### src/rtl/randsack_pkg.sv
// Shared encodings and constants for the randsack register-file arbiter.
package randsack_pkg;

    typedef enum logic [1:0] {
        ST_IDLE  = 2'd0,
        ST_ISSUE = 2'd1,
        ST_RESP  = 2'd2
    } state_e;

    localparam logic [31:0] RANDSACK_ERR_DATA = 32'hDEAD_BEEF;

    localparam int RANDSACK_AW      = 8;
    localparam int RANDSACK_DW      = 32;
    localparam int RANDSACK_NREQ    = 3;
    localparam int RANDSACK_TIMEOUT = 64;

endpackage

### src/rtl/randsack_rr_picker.sv
// Combinational round-robin select: first set request after last_i, wrapping modulo N.
module randsack_rr_picker
    import randsack_pkg::*;
#(
    parameter int N  = RANDSACK_NREQ,
    parameter int IW = $clog2(N)
) (
    input  logic [N-1:0]  req_i,
    input  logic [IW-1:0] last_i,
    output logic          valid_o,
    output logic [IW-1:0] idx_o
);

    int cand;

    // Walk offsets from farthest to nearest so the nearest hit after last_i wins.
    always_comb begin
        valid_o = 1'b0;
        idx_o   = '0;
        cand    = 0;
        for (int off = N; off >= 1; off--) begin
            cand = (int'(last_i) + off) % N;
            if (req_i[cand]) begin
                valid_o = 1'b1;
                idx_o   = IW'(cand);
            end
        end
    end

endmodule

### src/rtl/randsack_reg_arbiter.sv
// Round-robin arbiter sharing one randsack register-file port, one transaction at a time, with timeout.
module randsack_reg_arbiter
    import randsack_pkg::*;
#(
    parameter int NREQ    = RANDSACK_NREQ,
    parameter int AW      = RANDSACK_AW,
    parameter int DW      = RANDSACK_DW,
    parameter int TIMEOUT = RANDSACK_TIMEOUT
) (
    input  logic                     wb_clk_i,
    input  logic                     wb_rst_i,
    input  logic [NREQ-1:0]          req_i,
    input  logic [NREQ-1:0]          we_i,
    input  logic [NREQ*AW-1:0]       addr_i,
    input  logic [NREQ*DW-1:0]       wdata_i,
    output logic [NREQ-1:0]          ack_o,
    output logic [NREQ-1:0]          err_o,
    output logic [DW-1:0]            rdata_o,
    output logic                     reg_cyc_o,
    output logic                     reg_we_o,
    output logic [AW-1:0]            reg_addr_o,
    output logic [DW-1:0]            reg_wdata_o,
    input  logic                     reg_ack_i,
    input  logic [DW-1:0]            reg_rdata_i,
    output logic                     busy_o,
    output logic [$clog2(NREQ)-1:0]  grant_o
);

    localparam int GW = $clog2(NREQ);
    localparam int CW = $clog2(TIMEOUT) + 1;

    state_e            state_q,     state_d;
    logic [GW-1:0]     last_q,      last_d;
    logic [GW-1:0]     grant_q,     grant_d;
    logic [CW-1:0]     cnt_q,       cnt_d;
    logic              reg_cyc_q,   reg_cyc_d;
    logic              reg_we_q,    reg_we_d;
    logic [AW-1:0]     reg_addr_q,  reg_addr_d;
    logic [DW-1:0]     reg_wdata_q, reg_wdata_d;
    logic [DW-1:0]     rdata_q,     rdata_d;
    logic [NREQ-1:0]   ack_q,       ack_d;
    logic [NREQ-1:0]   err_q,       err_d;

    logic              pick_valid;
    logic [GW-1:0]     pick_idx;

    randsack_rr_picker #(
        .N  (NREQ),
        .IW (GW)
    ) u_picker (
        .req_i   (req_i),
        .last_i  (last_q),
        .valid_o (pick_valid),
        .idx_o   (pick_idx)
    );

    always_comb begin
        state_d     = state_q;
        last_d      = last_q;
        grant_d     = grant_q;
        cnt_d       = cnt_q;
        reg_cyc_d   = reg_cyc_q;
        reg_we_d    = reg_we_q;
        reg_addr_d  = reg_addr_q;
        reg_wdata_d = reg_wdata_q;
        rdata_d     = rdata_q;
        ack_d       = '0;
        err_d       = '0;

        case (state_q)
            ST_IDLE: begin
                if (pick_valid) begin
                    grant_d     = pick_idx;
                    last_d      = pick_idx;
                    reg_we_d    = we_i[pick_idx];
                    reg_addr_d  = addr_i[int'(pick_idx)*AW +: AW];
                    reg_wdata_d = wdata_i[int'(pick_idx)*DW +: DW];
                    reg_cyc_d   = 1'b1;
                    cnt_d       = '0;
                    state_d     = ST_ISSUE;
                end
            end
            ST_ISSUE: begin
                cnt_d = cnt_q + 1'b1;
                // A completing ack takes priority over a simultaneous timeout.
                if (reg_ack_i) begin
                    rdata_d        = reg_rdata_i;
                    reg_cyc_d      = 1'b0;
                    ack_d[grant_q] = 1'b1;
                    state_d        = ST_RESP;
                end else if (cnt_q == CW'(TIMEOUT - 1)) begin
                    rdata_d        = DW'(RANDSACK_ERR_DATA);
                    reg_cyc_d      = 1'b0;
                    err_d[grant_q] = 1'b1;
                    state_d        = ST_RESP;
                end
            end
            ST_RESP: begin
                cnt_d   = '0;
                state_d = ST_IDLE;
            end
            default: begin
                state_d   = ST_IDLE;
                reg_cyc_d = 1'b0;
                cnt_d     = '0;
            end
        endcase
    end

    always_ff @(posedge wb_clk_i) begin
        if (wb_rst_i) begin
            state_q     <= ST_IDLE;
            last_q      <= GW'(NREQ - 1);
            grant_q     <= '0;
            cnt_q       <= '0;
            reg_cyc_q   <= 1'b0;
            reg_we_q    <= 1'b0;
            reg_addr_q  <= '0;
            reg_wdata_q <= '0;
            rdata_q     <= '0;
            ack_q       <= '0;
            err_q       <= '0;
        end else begin
            state_q     <= state_d;
            last_q      <= last_d;
            grant_q     <= grant_d;
            cnt_q       <= cnt_d;
            reg_cyc_q   <= reg_cyc_d;
            reg_we_q    <= reg_we_d;
            reg_addr_q  <= reg_addr_d;
            reg_wdata_q <= reg_wdata_d;
            rdata_q     <= rdata_d;
            ack_q       <= ack_d;
            err_q       <= err_d;
        end
    end

    assign ack_o       = ack_q;
    assign err_o       = err_q;
    assign rdata_o     = rdata_q;
    assign reg_cyc_o   = reg_cyc_q;
    assign reg_we_o    = reg_we_q;
    assign reg_addr_o  = reg_addr_q;
    assign reg_wdata_o = reg_wdata_q;
    assign busy_o      = (state_q != ST_IDLE);
    assign grant_o     = grant_q;

endmodule

### config.mk
export PLATFORM = sky130hd
export DESIGN_NAME = randsack_reg_arbiter
export DESIGN_NICKNAME = d
export VERILOG_FILES = /design/src/rtl/randsack_pkg.sv /design/src/rtl/randsack_rr_picker.sv /design/src/rtl/randsack_reg_arbiter.sv
export SDC_FILE = /design/constraint.sdc
export NUM_CORES = 1
export LEC_CHECK = 0
export ABC_AREA = 1
export BUFFER_PORTS_ARGS = -buffer_cell sky130_fd_sc_hd__buf_2
export CORE_UTILIZATION = 46
export CTS_CLUSTER_DIAMETER = 80
export DETAILED_ROUTE_END_ITERATION = 10
export PLACE_DENSITY = 0.88
export SKIP_CTS_REPAIR_TIMING = 1
export SYNTH_ARGS = -nofsm -noshare
export SYNTH_HDL_FRONTEND = slang
export SYNTH_SLANG_ARGS = --single-unit
### constraint.sdc
create_clock -name wb_clk_i -period 3 [get_ports wb_clk_i]
set_clock_uncertainty 0.05 [all_clocks]
set_input_delay 0.6 -clock wb_clk_i [delete_from_list [all_inputs] [get_ports wb_clk_i]]
set_output_delay 0.6 -clock wb_clk_i [all_outputs]
set_load 0.02 [all_outputs]
# Yosys cells after proc, flatten, opt, wreduce, memory -nomap -nowiden
# Cells that the tools add are included.
[classes] add_sub_neg=4 div=3 n_lt_le_gt_ge=6 eq_ne=5 n_shift=2 n_mux=31 bitwise_logic=4 n_reduce_logical=10
[op_table] cell="32-bit by 4-bit less-than comparator with 1-bit output (second input constant)" count=3
[op_table] cell="32-bit by 3-bit remainder unit with 32-bit output (second input constant)" count=3
[op_table] cell="96-bit by 8-bit indexed part select with 32-bit output" count=1
[op_table] cell="32-bit 2-to-1 mux" count=2
[op_table] cell="24-bit by 6-bit indexed part select with 8-bit output" count=1
[op_table] cell="1-bit 2-to-1 mux" count=14
[op_table] cell="7-bit one-hot mux with 2 select lines" count=1
[op_table] cell="2-bit 2-to-1 mux" count=6
[op_table] cell="1-bit binary-select mux with 2-bit select" count=4
[op_table] cell="7-bit by 1-bit adder with 7-bit output (second input constant)" count=1
[op_table] cell="7-bit by 6-bit == test with 1-bit output (second input constant)" count=1
[op_table] cell="7-bit 2-to-1 mux" count=1
[op_table] cell="2-bit by 2-bit adder with 3-bit output (second input constant)" count=2
[op_table] cell="2-bit by 3-bit less-than comparator with 1-bit output (second input constant)" count=2
[op_table] cell="2-bit AND reduction" count=3
[op_table] cell="1-bit NOT" count=4
[op_table] cell="2-bit one-hot mux with 2 select lines" count=1
[op_table] cell="2-bit nonzero test" count=2
[op_table] cell="4-bit OR reduction" count=1
[op_table] cell="2-bit by 1-bit adder with 3-bit output (second input constant)" count=1
[op_table] cell="3-bit != test (second input constant)" count=1
[op_table] cell="1-bit one-hot mux with 3 select lines" count=1
[op_table] cell="3-bit AND reduction" count=1
[op_table] cell="3-bit OR reduction" count=1
[op_table] cell="other kinds (7)" count=7
[word_totals] register_bits=93 word_cells=76

# Longest topological paths before layout
# Gate-level depths: netlist of run 1.
[depth] ltp_word=10 mapped_depth=14

# Modules after synthesis
# From an unflattened synthesis of run 1, not the netlist that was laid out.
[unflattened] cells_unflattened=618 area_unflattened_um2=4280.4
[modules_own_cells] mod="randsack_reg_arbiter" n_inst=1 cells_each=578 area_each_um2=4071.4
[modules_own_cells] mod="randsack_rr_picker" n_inst=1 cells_each=40 area_each_um2=209.0

# Least setup slack after synthesis of run 1
# OpenSTA, ideal clock, no wires.
[synth_timing] path_type="register to register" start="register last_q[0]" end="register reg_addr_q[0] (netlist: reg_addr_o[0])" setup_ns=0.122 t_arrival_ns=1.964 t_required_ns=2.828 slack_ns=0.864 path_stages_with_launch=14 n_path_buf=2 path_cell_list="dfxtp_1 > inv_1 > ha_1 > inv_2 > nand2_1 > nand2_1 > a21oi_4 > or2_1 > buf_4 > nand2_2 > buf_2 > nand2_1 > nand3_1 > a21oi_2"
[synth_via] elab_chain_len=9 word_cells_on_any_way=23 cone_classes="3 x add/sub; 3 x div; 1 x shift; 15 x mux; 1 x reduce/logical"
[synth_lines] element="from (decl)" line="randsack_reg_arbiter.sv:33" source="logic [GW-1:0] last_q, last_d;"
[synth_lines] element="from (signal assigned)" line="randsack_reg_arbiter.sv:113" source="last_q <= GW'(NREQ - 1);"
[synth_lines] element="from (signal assigned)" line="randsack_reg_arbiter.sv:125" source="last_q <= last_d;"
[synth_lines] element="2-bit by 2-bit adder with 3-bit output" line="randsack_rr_picker.sv:22" source="cand = (int'(last_i) + off) % N;"
[synth_lines] element="32-bit by 3-bit remainder unit with 32-bit output" line="randsack_rr_picker.sv:22"
[synth_lines] element="1-bit binary-select mux with 2-bit select" line="randsack_rr_picker.sv:23" source="if (req_i[cand]) begin"
[synth_lines] element="1-bit 2-to-1 mux (not written as such) (2 in a row)" line="randsack_rr_picker.sv:23"
[synth_lines] element="2-bit 2-to-1 mux or 1-bit 2-to-1 mux (tied branches) (3 in a row)" line="randsack_rr_picker.sv:23"
[synth_lines] element="24-bit by 6-bit indexed part select with 8-bit output or 2-bit AND reduction (tied branches)"
[synth_lines] element="to (signal assigned)" line="randsack_reg_arbiter.sv:130" source="reg_addr_q <= reg_addr_d;"
[synth_lines] element="to (decl)" line="randsack_reg_arbiter.sv:38" source="logic [AW-1:0] reg_addr_q, reg_addr_d;"
# Parallel ways exist; a longest one is shown, timed or not. The select of a mux whose other input is x is not followed.
# A chain may end at the register's enable or synchronous reset.

# Worst setup path in the final report of run 1
[layout_timing] start="register last_q[0]" end="register reg_wdata_q[28] (netlist: reg_wdata_o[28])"
[layout_via] elab_chain_len=9 word_cells_on_any_way=23 cone_classes="3 x add/sub; 3 x div; 1 x shift; 15 x mux; 1 x reduce/logical"
[layout_lines] element="2-bit by 2-bit adder with 3-bit output" line="randsack_rr_picker.sv:22"
[layout_lines] element="32-bit by 3-bit remainder unit with 32-bit output" line="randsack_rr_picker.sv:22"
[layout_lines] element="1-bit binary-select mux with 2-bit select" line="randsack_rr_picker.sv:23"
[layout_lines] element="1-bit 2-to-1 mux (not written as such) (2 in a row)" line="randsack_rr_picker.sv:23"
[layout_lines] element="2-bit 2-to-1 mux or 1-bit 2-to-1 mux (tied branches) (3 in a row)" line="randsack_rr_picker.sv:23"
[layout_lines] element="96-bit by 8-bit indexed part select with 32-bit output or 2-bit AND reduction (tied branches)"
[layout_lines] element="to (signal assigned)" line="randsack_reg_arbiter.sv:131" source="reg_wdata_q <= reg_wdata_d;"
[layout_lines] element="to (decl)" line="randsack_reg_arbiter.sv:39" source="logic [DW-1:0] reg_wdata_q, reg_wdata_d;"
# Parallel ways exist; a longest one is shown, timed or not. The select of a mux whose other input is x is not followed.

==> results.md, run 1 <==
* Status: completed
* Vias in the first global route at roughly 5100
* Clock Latency Late Sink at about 350 ps
* Rel. slew slack at 52.8%
* # clock sinks at 92
* DRC at 0
* Root Buffer: clkbuf_8
* Comb pwr share at between 60% and 70%
* Layout net count at 1127
* CP peak stage delay at just over 500 ps
* Synthesis Warnings at 0
* Worst Path Arrival at 2750 ps
* Initial antenna violation count at 0
* Vias/cell at 5.12
* Die width at between 100 and 150 um
* Mapped cell area at 4900 um2
* Pwr/cell area at around 1200 nW/um2
* Hold slack at a little over 400 ps
* Most frequent cells in the layout: buf_2 (243), inv_1 (160), nand3_1 (138)
* Critical register-to-register path startpoint: last_q[0]
* Fin area at roughly 6400 um2
* Crit-path max FO at 47
* Setup total negative slack at 0 ps
* Wire per inst at roughly 13 um
* Fin. Hold Viols at 0
* Cell variety after synth at 27
* P&R area growth vs syn at 30.5%
* Placeable Area at ~10000 um2
* Internal Power at 0.00376 W
* Vert. Die Dim at ~110 um
* Die footprint at 11100 um2
* PortBufs at 243
* Cells along the critical path: inv_1 -> ha_1 -> inv_2 -> nand2_1 -> nand2_1 -> a21oi_4 -> nand4_2 -> nand2_2 -> inv_2 -> buf_4 -> o21ai_0 -> a21oi_2
* Peak supply drop at just under 0.7 mV
* Required @ worst endpoint at about 3200 ps
* Commonest non-fill, non-tap cell in the layout: buf_2
* Storage element area at 1840 um2
* Switch share at between 50% and 60%
* Critical Path Start Type: flip-flop
* Fmax at approximately 400 MHz
* I/O Pins at 244
* Dpl cell area at just over 6000 um2
* Row count at 37
* Multi-input gate area at roughly 2200 um2
* Critical path endpoint category: flip-flop
* Synth Instances at 744
* Max-cap violations at 0
* Min-delay src: reg_rdata_i[17]
* Syn avg cell area at around 6.6 um2
* Pin count of the biggest net entering global routing at 48
* Final core occ at between 60% and 70%
* Post-synth EDFFs at 0
* Critical path type: flip-flop to flip-flop
* Final Slew Violations at 0
* Crit. Startpoint: last_q[0]
* Routed Antenna Nets at 0
* Final cycle utilization of the critical path at between 80 and 90%
* Post-synth top flop: dfxtp_1
* Final WL at around 15000 um
* Sequential area share after synthesis at 37.6%
* Final setup margin at 443 ps
* Via total after detailed routing at 5632
* Final setup fails at 0
* Inserted Clock Buffers at 9
* Switching power at between 0.004 and 0.005 W
* Worst-margin pin slew at 708 ps
* Global-route wire length before repair at 24100 um
* Clock buffer depth at 2
* Share of layout cells above drive strength 1 at a little under a third
* Asr flop ratio synth at 0%
* DP HPWL at between 10000 and 15000 um
* GR Overflow Total at 0
* Detailed Route Iter0 Violations at 420
* Clk network pwr share at 11.9%
* Syn nets at 910
* TritonCTS clock tree: yes
* Htree depth at 3
* GRT Util Overall at between 20% and 30%
* Synthesis-stage register bit count at slightly above 90
* Ant. Diodes at 0
* CP max-delay cell: dfxtp_1
* RSZ-0062 raised after global routing: false
* Min Clock Period, post-route at approximately 2600 ps
* Initial Util at 47.5%
* DR pass1 iterations at 5
* Leak pwr at 3.84 nW
* Seq pwr share at approximately 23%
* Worst hold path class: input port to flip-flop
* Worst-path clk slew at about 100 ps
* Setup WS pre-CTS at ~540 ps
* Placer Congestion at ~0.93
* # fillers at 941
## registers in the layout (all words and copies together) (netlist names), 2 cells and up
signal / flops
ack_o: 3
cnt_q: 7
err_o: 3
last_q: 2
rdata_o: 32
reg_addr_o: 8
reg_wdata_o: 32
state_q: 2
## logic make-up after synthesis
kind of cell | share of synthesized area [%]
AND/OR/NAND/NOR | 27.3
AO/OA/AOI/OAI | 16.2
flip-flops | 37.6
buffers and inverters | 17.7
adder cells (fa/ha/maj) | 1.28
## metrics by stage
step / power, W / std cells
3_3_place_gp: 0.00686 / 1086
2_1_floorplan: 0.00567 / 744
5_1_grt: 0.00866 / 1101
4_1_cts: 0.00793 / 1101
3_5_place_dp: 0.00696 / 1086
6_report: 0.00795 / 1101
## per-layer routing
metal	share of wire [%]	up-vias	global-route usage (%)	wire length, um
li1	-	2805	-	-
met1	43	2526	33.7	6310
met2	49	270	46.5	7200
met3	6.5	31	3.90	959
met4	2.5	0	10.5	366
met5	0	-	0	0
## power by group through the flow
| stage | sequential (W) | clock [W] | combinational [W] |
|---|---|---|---|
| floorplan | 0.00218 | 0 | 0.00349 |
| global placement | 0.00179 | 0 | 0.00507 |
| detailed placement | 0.00180 | 0 | 0.00516 |
| CTS | 0.00178 | 0.000970 | 0.00518 |
| global route | 0.00183 | 0.00102 | 0.00582 |
| finish | 0.00179 | 0.000945 | 0.00522 |
## area by class of cell
type / count / area share, %
Clock buffer: 9 / 1.93
Timing Repair Buffer: 256 / 21.1
Multi-Input combinational cell: 436 / 34.3
Clock inverter: 6 / 1.50
Sequential cell: 92 / 28.8
Tap cell: 136 / 2.66
Inverter: 166 / 9.73
## worst max-delay path: cells and delay by family (launching register included)
kind	cells	cell delay (ps)
and+or+nand+nor	4	420
adders and majority gates	1	370
DFF	1	510
buffers and inverters	4	520
AOI/OAI and AO/OA	3	560
## synthesized netlist by cell type, types with 2 or more instances
cell	number	area (um2)
buf_6	3	33.8
o21ai_0	50	250
clkbuf_1	23	86.3
buf_2	21	105
o211ai_1	2	15.0
ha_1	5	62.6
o221ai_1	24	210
buf_4	2	15.0
nand3_1	138	691
nor2_1	15	56.3
nor3_1	7	35.0
inv_2	5	18.8
or2_1	2	12.5
dfxtp_1	92	1840
inv_1	161	604
a21oi_2	6	52.6
a21oi_1	47	235
nand2_1	129	484
nand2_2	4	25.0
## path summary, 6_finish.rpt
kind | endpoint | slack, ps | cells after the start
setup / recovery | reg_wdata_o[28] | 440 | 12
hold / removal | rdata_o[17] | 410 | 3
setup reg to reg | reg_wdata_o[28] | 440 | 12
hold reg to reg | cnt_q[4] | 420 | 2
Power figures use the tool's default switching activity.
==> run 2: changes to the inputs <==
--- a/config.mk
+++ b/config.mk
@@ -7,6 +7,7 @@
 export LEC_CHECK = 0
 export ABC_AREA = 1
 export BUFFER_PORTS_ARGS = -buffer_cell sky130_fd_sc_hd__buf_2
+export CORE_MARGIN = 2
 export CORE_UTILIZATION = 46
 export CTS_CLUSTER_DIAMETER = 80
 export DETAILED_ROUTE_END_ITERATION = 10
==> run 2 against run 1 <==
Sequential cell count unchanged. Critical endpoint is now reg_wdata_o[18]. Core utilization down 0.46 points. Register-to-register slack gained 70 ps. Sequential share of layout area increased by 0.22 points. Sequential power about the same. Die area increased by 3.8%. Clock power down 15%. Global-route usage shrank 2.3 points. Final cell count about the same.
==> results.md, run 2 (synthesis gave the netlist of run 1 again) <==
* GR Overflow Total at 0
* Final cycle utilization of the critical path at between 80% and 90%
* DP HPWL at ~10000 um
* Final setup fails at 0
* Internal Power at about 0.0035 W
* Leak pwr at roughly 3.8 nW
* Wire per inst at about 13 um
* Critical path type: flip-flop to flip-flop
* Layout net count at 1125
* Setup total negative slack at 0 ps
* Comb pwr share at between 60% and 70%
* Reg2Reg Depth at 11
* Switch share at 53.8%
* Switching power at 0.00412 W
* Initial Util at around 48%
* Vias/cell at 5.05
* Worst hold path class: flip-flop to flip-flop
* RR Endpoint: reg_wdata_o[18]
* Htree depth at 3
* Pwr/cell area at 1210 nW/um2
* Ant. Diodes at 0
* Vias in the first global route at 5142
* Most frequent cells in the layout: buf_2 (243), inv_1 (160), nand3_1 (138)
* CP Buf/Inv Count at 3
* # clock sinks at roughly 90
* Commonest non-fill, non-tap cell in the layout: buf_2
* Initial antenna violation count at 0
* Fmax at 401 MHz
* PortBufs at around 240
* Vert. Die Dim at ~110 um
* Dpl cell area at roughly 6200 um2
* Seq pwr share at roughly a quarter
* Hold Path Cell Cnt at 2
* Row count at 37
* Cells along the critical path: inv_1 -> ha_1 -> inv_2 -> nand2_1 -> nand2_1 -> a21oi_4 -> or2_1 -> buf_4 -> nand3_1 -> nand3_1 -> a21oi_1
* Peak supply drop at roughly 0.83 mV
* Inserted Clock Buffers at 9
* Worst-margin pin slew at about 490 ps
* DR pass1 iterations at 5
* Clock Latency Late Sink at between 300 and 400 ps
* Fin. Hold Viols at 0
* Worst Path Arrival at around 2700 ps
* Worst-path clk slew at around 100 ps
* DRC at 0
* Required @ worst endpoint at approximately 3200 ps
* Placer Congestion at between 0.8 and 0.9
* Hold Path Sink: cnt_q[4]
* RSZ-0062 raised after global routing: false
* GRT Util Overall at between 20% and 30%
* TritonCTS clock tree: yes
* Max-cap violations at 0
* I/O Pins at 244
* Min-delay src: cnt_q[4]
* Critical Path Start Type: flip-flop
* Status: completed
* Critical path endpoint category: flip-flop
* Share of layout cells above drive strength 1 at between 30% and 40%
* Clk network pwr share at 10.5%
* Die width at 107 um
* CP delay by family, top: buffers and inverters
* Critical register-to-register path startpoint: last_q[0]
* Min Clock Period, post-route at about 2500 ps
* Fin area at 6350 um2
* CP peak stage delay at slightly below 500 ps
* Final Slew Violations at 0
* Rel. slew slack at between 60% and 70%
* Routed Antenna Nets at 0
* Global-route wire length before repair at roughly 23000 um
* Pin count of the biggest net entering global routing at 70
* Via total after detailed routing at between 5000 and 6000
* CP max-delay cell: dfxtp_1
* Placeable Area at roughly 10000 um2
* Root Buffer: clkbuf_8
* P&R area growth vs syn at 29.6%
* Detailed Route Iter0 Violations at 376
* Clock buffer depth at 2
* Final WL at between 10000 and 15000 um
* Final core occ at between 60% and 70%
* Crit-path max FO at 42
* Die footprint at approximately 12000 um2
* R2R Setup Slk at 510 ps
-- run 2: power groups by stage --
stage / Sequential (W) / Combinational, W / Clock [W]
global route: 0.00183 / 0.00566 / 0.000862
global placement: 0.00179 / 0.00497 / 0
detailed placement: 0.00180 / 0.00506 / 0
CTS: 0.00178 / 0.00507 / 0.000821
finish: 0.00179 / 0.00507 / 0.000801
floorplan: 0.00218 / 0.00349 / 0
-- run 2: metrics by stage --
step	std cells	hold slack (ps)	power [W]	setup slack, ps
floorplan	744	390	0.00567	864
global placement	1084	397	0.00676	652
detailed placement	1084	409	0.00686	513
CTS	1100	412	0.00767	506
global route	1100	412	0.00834	268
finish	1100	424	0.00766	509
-- run 2: area by class of cell --
| type | instances | area, um2 |
|---|---|---|
| flip-flops and latches | 92 | 1840 |
| inverters | 166 | 623 |
| well taps | 136 | 170 |
| repair buffers | 254 | 1340 |
| clock inverters | 7 | 63.8 |
| multi-input cells | 436 | 2200 |
| fillers | 994 | 3970 |
| clock buffers | 9 | 124 |
-- run 2: routing by layer --
| metal | vias to the layer above | share of wire [%] | wire, um | track usage (%) |
|---|---|---|---|---|
| li1 | 2797 | - | - | - |
| met1 | 2504 | 43 | 6200 | 31.9 |
| met3 | 30 | 6.5 | 943 | 3.27 |
| met2 | 228 | 48 | 6990 | 41.8 |
| met4 | 0 | 2.3 | 333 | 9.28 |
| met5 | - | 0 | 0 | 0 |
-- run 2: tightest hold or removal path, delay by kind of cell (launching register included) --
family             cells  cell delay [ps]
AOI/OAI and AO/OA      1               50
and+or+nand+nor        1               60
DFF                    1              320
-- run 2: how the worst max path moves through the flow --
stage	cells past startpoint	end	slack, ps	start
after global routing	11	reg_wdata_o[18]	270	last_q[0]
after floorplan	13	reg_addr_o[0]	860	last_q[0]
after global placement	11	reg_wdata_o[6]	650	last_q[0]
after CTS	11	reg_wdata_o[18]	510	last_q[0]
final	11	reg_wdata_o[18]	510	last_q[0]
after detailed placement	11	reg_wdata_o[18]	510	last_q[0]
==> run 3: changes to the inputs <==
--- a/config.mk
+++ b/config.mk
@@ -8,10 +8,10 @@
 export ABC_AREA = 1
 export BUFFER_PORTS_ARGS = -buffer_cell sky130_fd_sc_hd__buf_2
 export CORE_MARGIN = 2
-export CORE_UTILIZATION = 46
+export CORE_UTILIZATION = 42
 export CTS_CLUSTER_DIAMETER = 80
 export DETAILED_ROUTE_END_ITERATION = 10
-export PLACE_DENSITY = 0.88
+export PLACE_DENSITY = 0.85
 export SKIP_CTS_REPAIR_TIMING = 1
 export SYNTH_ARGS = -nofsm -noshare
 export SYNTH_HDL_FRONTEND = slang
==> constraint.sdc (replaced) <==
create_clock -name wb_clk_i -period 2.1 [get_ports wb_clk_i]
set_clock_uncertainty 0.05 [all_clocks]
set_input_delay 0.42 -clock wb_clk_i [delete_from_list [all_inputs] [get_ports wb_clk_i]]
set_output_delay 0.42 -clock wb_clk_i [all_outputs]
set_load 0.02 [all_outputs]
==> run 3 against run 2 <==
Sequential share of layout area down 2.6 points. Sequential cell count unchanged. Maximum frequency up 23%. Design area up 10%. Critical endpoint is now reg_wdata_o[7]. Largest cell class unchanged. Highest routed layer unchanged.
==> results.md, run 3 (synthesis gave the netlist of run 1 again) <==
* Leak pwr at between 4 and 5 nW
* Critical path type: flip-flop to flip-flop
* Critical register-to-register path startpoint: last_q[0]
* Peak supply drop at roughly 1.5 mV
* Rel. slew slack at between 60% and 70%
* Placeable Area at between 10000 and 15000 um2
* Clock Latency Late Sink at 340 ps
* RR Endpoint: reg_wdata_o[7]
* Final setup fails at 0
* Die footprint at approximately 13000 um2
* Inserted Clock Buffers at 9
* Required @ worst endpoint at between 2000 and 2500 ps
* Global routing usage on met3 at a little over 5%
* Global-route wire length before repair at ~24000 um
* Worst-margin pin slew at approximately 470 ps
* Htree depth at 3
* PortBufs at 243
* Pwr/cell area at 2010 nW/um2
* Vias/cell at around 5.1
* Clock buffer depth at 2
* Root Buffer: clkbuf_16
* DP HPWL at 10900 um
* Global-route layer with the greatest usage: met2
* Fmax at 494 MHz
* I/O Pins at around 240
* Vias in the first global route at 5296
* P&R area growth vs syn at 42.6%
* Final Slew Violations at 0
* Fin. Hold Viols at 0
* Initial antenna violation count at 2
* Crit. Startpoint: last_q[0]
* Final cycle utilization of the critical path at around 96%
* Setup WS pre-CTS at roughly 26 ps
* Final WL at between 15000 and 20000 um
* Pin count of the biggest net entering global routing at 42
* M1 GR Usage at between 20% and 30%
* R2R Setup Slk at 80 ps
* Placer Congestion at around 0.97
* Hold slack at 250 ps
* Reg2Reg Depth at 14
* DRC at 0
* Routed Antenna Nets at 0
* Initial Util at 43.0%
* GRT Util Overall at between 20% and 30%
* Hold Path Sink: rdata_o[29]
* Min Clock Period, post-route at around 2000 ps
* Wire per inst at 14.6 um
* # clock sinks at 92
* Critical path endpoint category: flip-flop
* Die width at around 110 um
* Crit-path max FO at 7
* Min-delay src: reg_rdata_i[29]
* Commonest non-fill, non-tap cell in the layout: buf_2
* RSZ-0062 raised after global routing: true
* Detailed Route Iter0 Violations at 548
* Hold Path Cell Cnt at 3
* DR pass1 iterations at 5
* Row count at 39
* TritonCTS clock tree: yes
* Worst-path clk slew at 70 ps
* Layout net count at approximately 1200
* Met2 Usage GRT at between 30% and 40%
* Final setup margin at 77.3 ps
* Critical Path Start Type: flip-flop
* Final cell count without fillers at 1137
* Share of layout cells above drive strength 1 at between 30% and 40%
* Status: completed
* GR Overflow Total at 0
* # fillers at 1044
* Setup total negative slack at 0 ps
* Via total after detailed routing at about 5800
* Cells after DPL at roughly 1100
* Worst Path Arrival at ~2200 ps
* Max-cap violations at 0
* Worst hold path class: input port to flip-flop
* Vert. Die Dim at around 110 um
* Most frequent cells in the layout: buf_2 (243), inv_1 (158), nand3_1 (138)
## run 3: layer usage
metal	wire, um	share of wire (%)	up-vias
met5	0	0	-
met4	581	3.5	0
met3	1360	8.2	52
met2	7820	47	290
met1	6900	41	2624
li1	-	-	2858
## run 3: area by class of cell
cell class / count / area (um2) / area share (%)
inverters: 166 / 626 / 8.95
repair buffers: 282 / 1770 / 25.4
clock inverters: 6 / 47.5 / 0.680
clock buffers: 10 / 229 / 3.27
multi-input cells: 436 / 2290 / 32.7
diodes: 2 / 5.00 / 0.0716
well taps: 143 / 179 / 2.56
flip-flops and latches: 92 / 1840 / 26.4
## run 3: worst max-delay path by stage
stage	slack [ps]	cells after the start	endpoint
floorplan	50	13	reg_addr_o[0]
global placement	50	12	reg_wdata_o[20]
detailed placement	30	12	reg_we_o
CTS	-5	12	reg_wdata_o[30]
global route	-30	14	reg_wdata_o[5]
finish	80	14	reg_wdata_o[7]
## run 3: per-stage QoR
step	util, %	total power (W)	cell area [um2]
3_5_place_dp	55.6	0.0104	6350
5_1_grt	61.2	0.0150	6990
4_1_cts	58.1	0.0120	6630
2_1_floorplan	-	0.00811	4910
3_3_place_gp	55.6	0.0103	6350
6_report	61.2	0.0140	6990
## run 3: worst max-delay path, stage by stage, from the launching register on
cell       delay (ps)
dfxtp_2           340
inv_2              50
ha_4              290
inv_4              40
nand2_2            60
nand2_2            80
a21oi_4           230
nand2_2            80
inv_2              70
nand2_4           100
nand2_8           150
clkbuf_16         180
nand2_1            60
nand3_1            70
a21oi_1            60
## run 3: power breakdown
group          switching (W)  total, W  internal (W)
logic                0.00598   0.00994       0.00396
clock network       0.000717   0.00153      0.000816
registers           0.000271   0.00255       0.00228
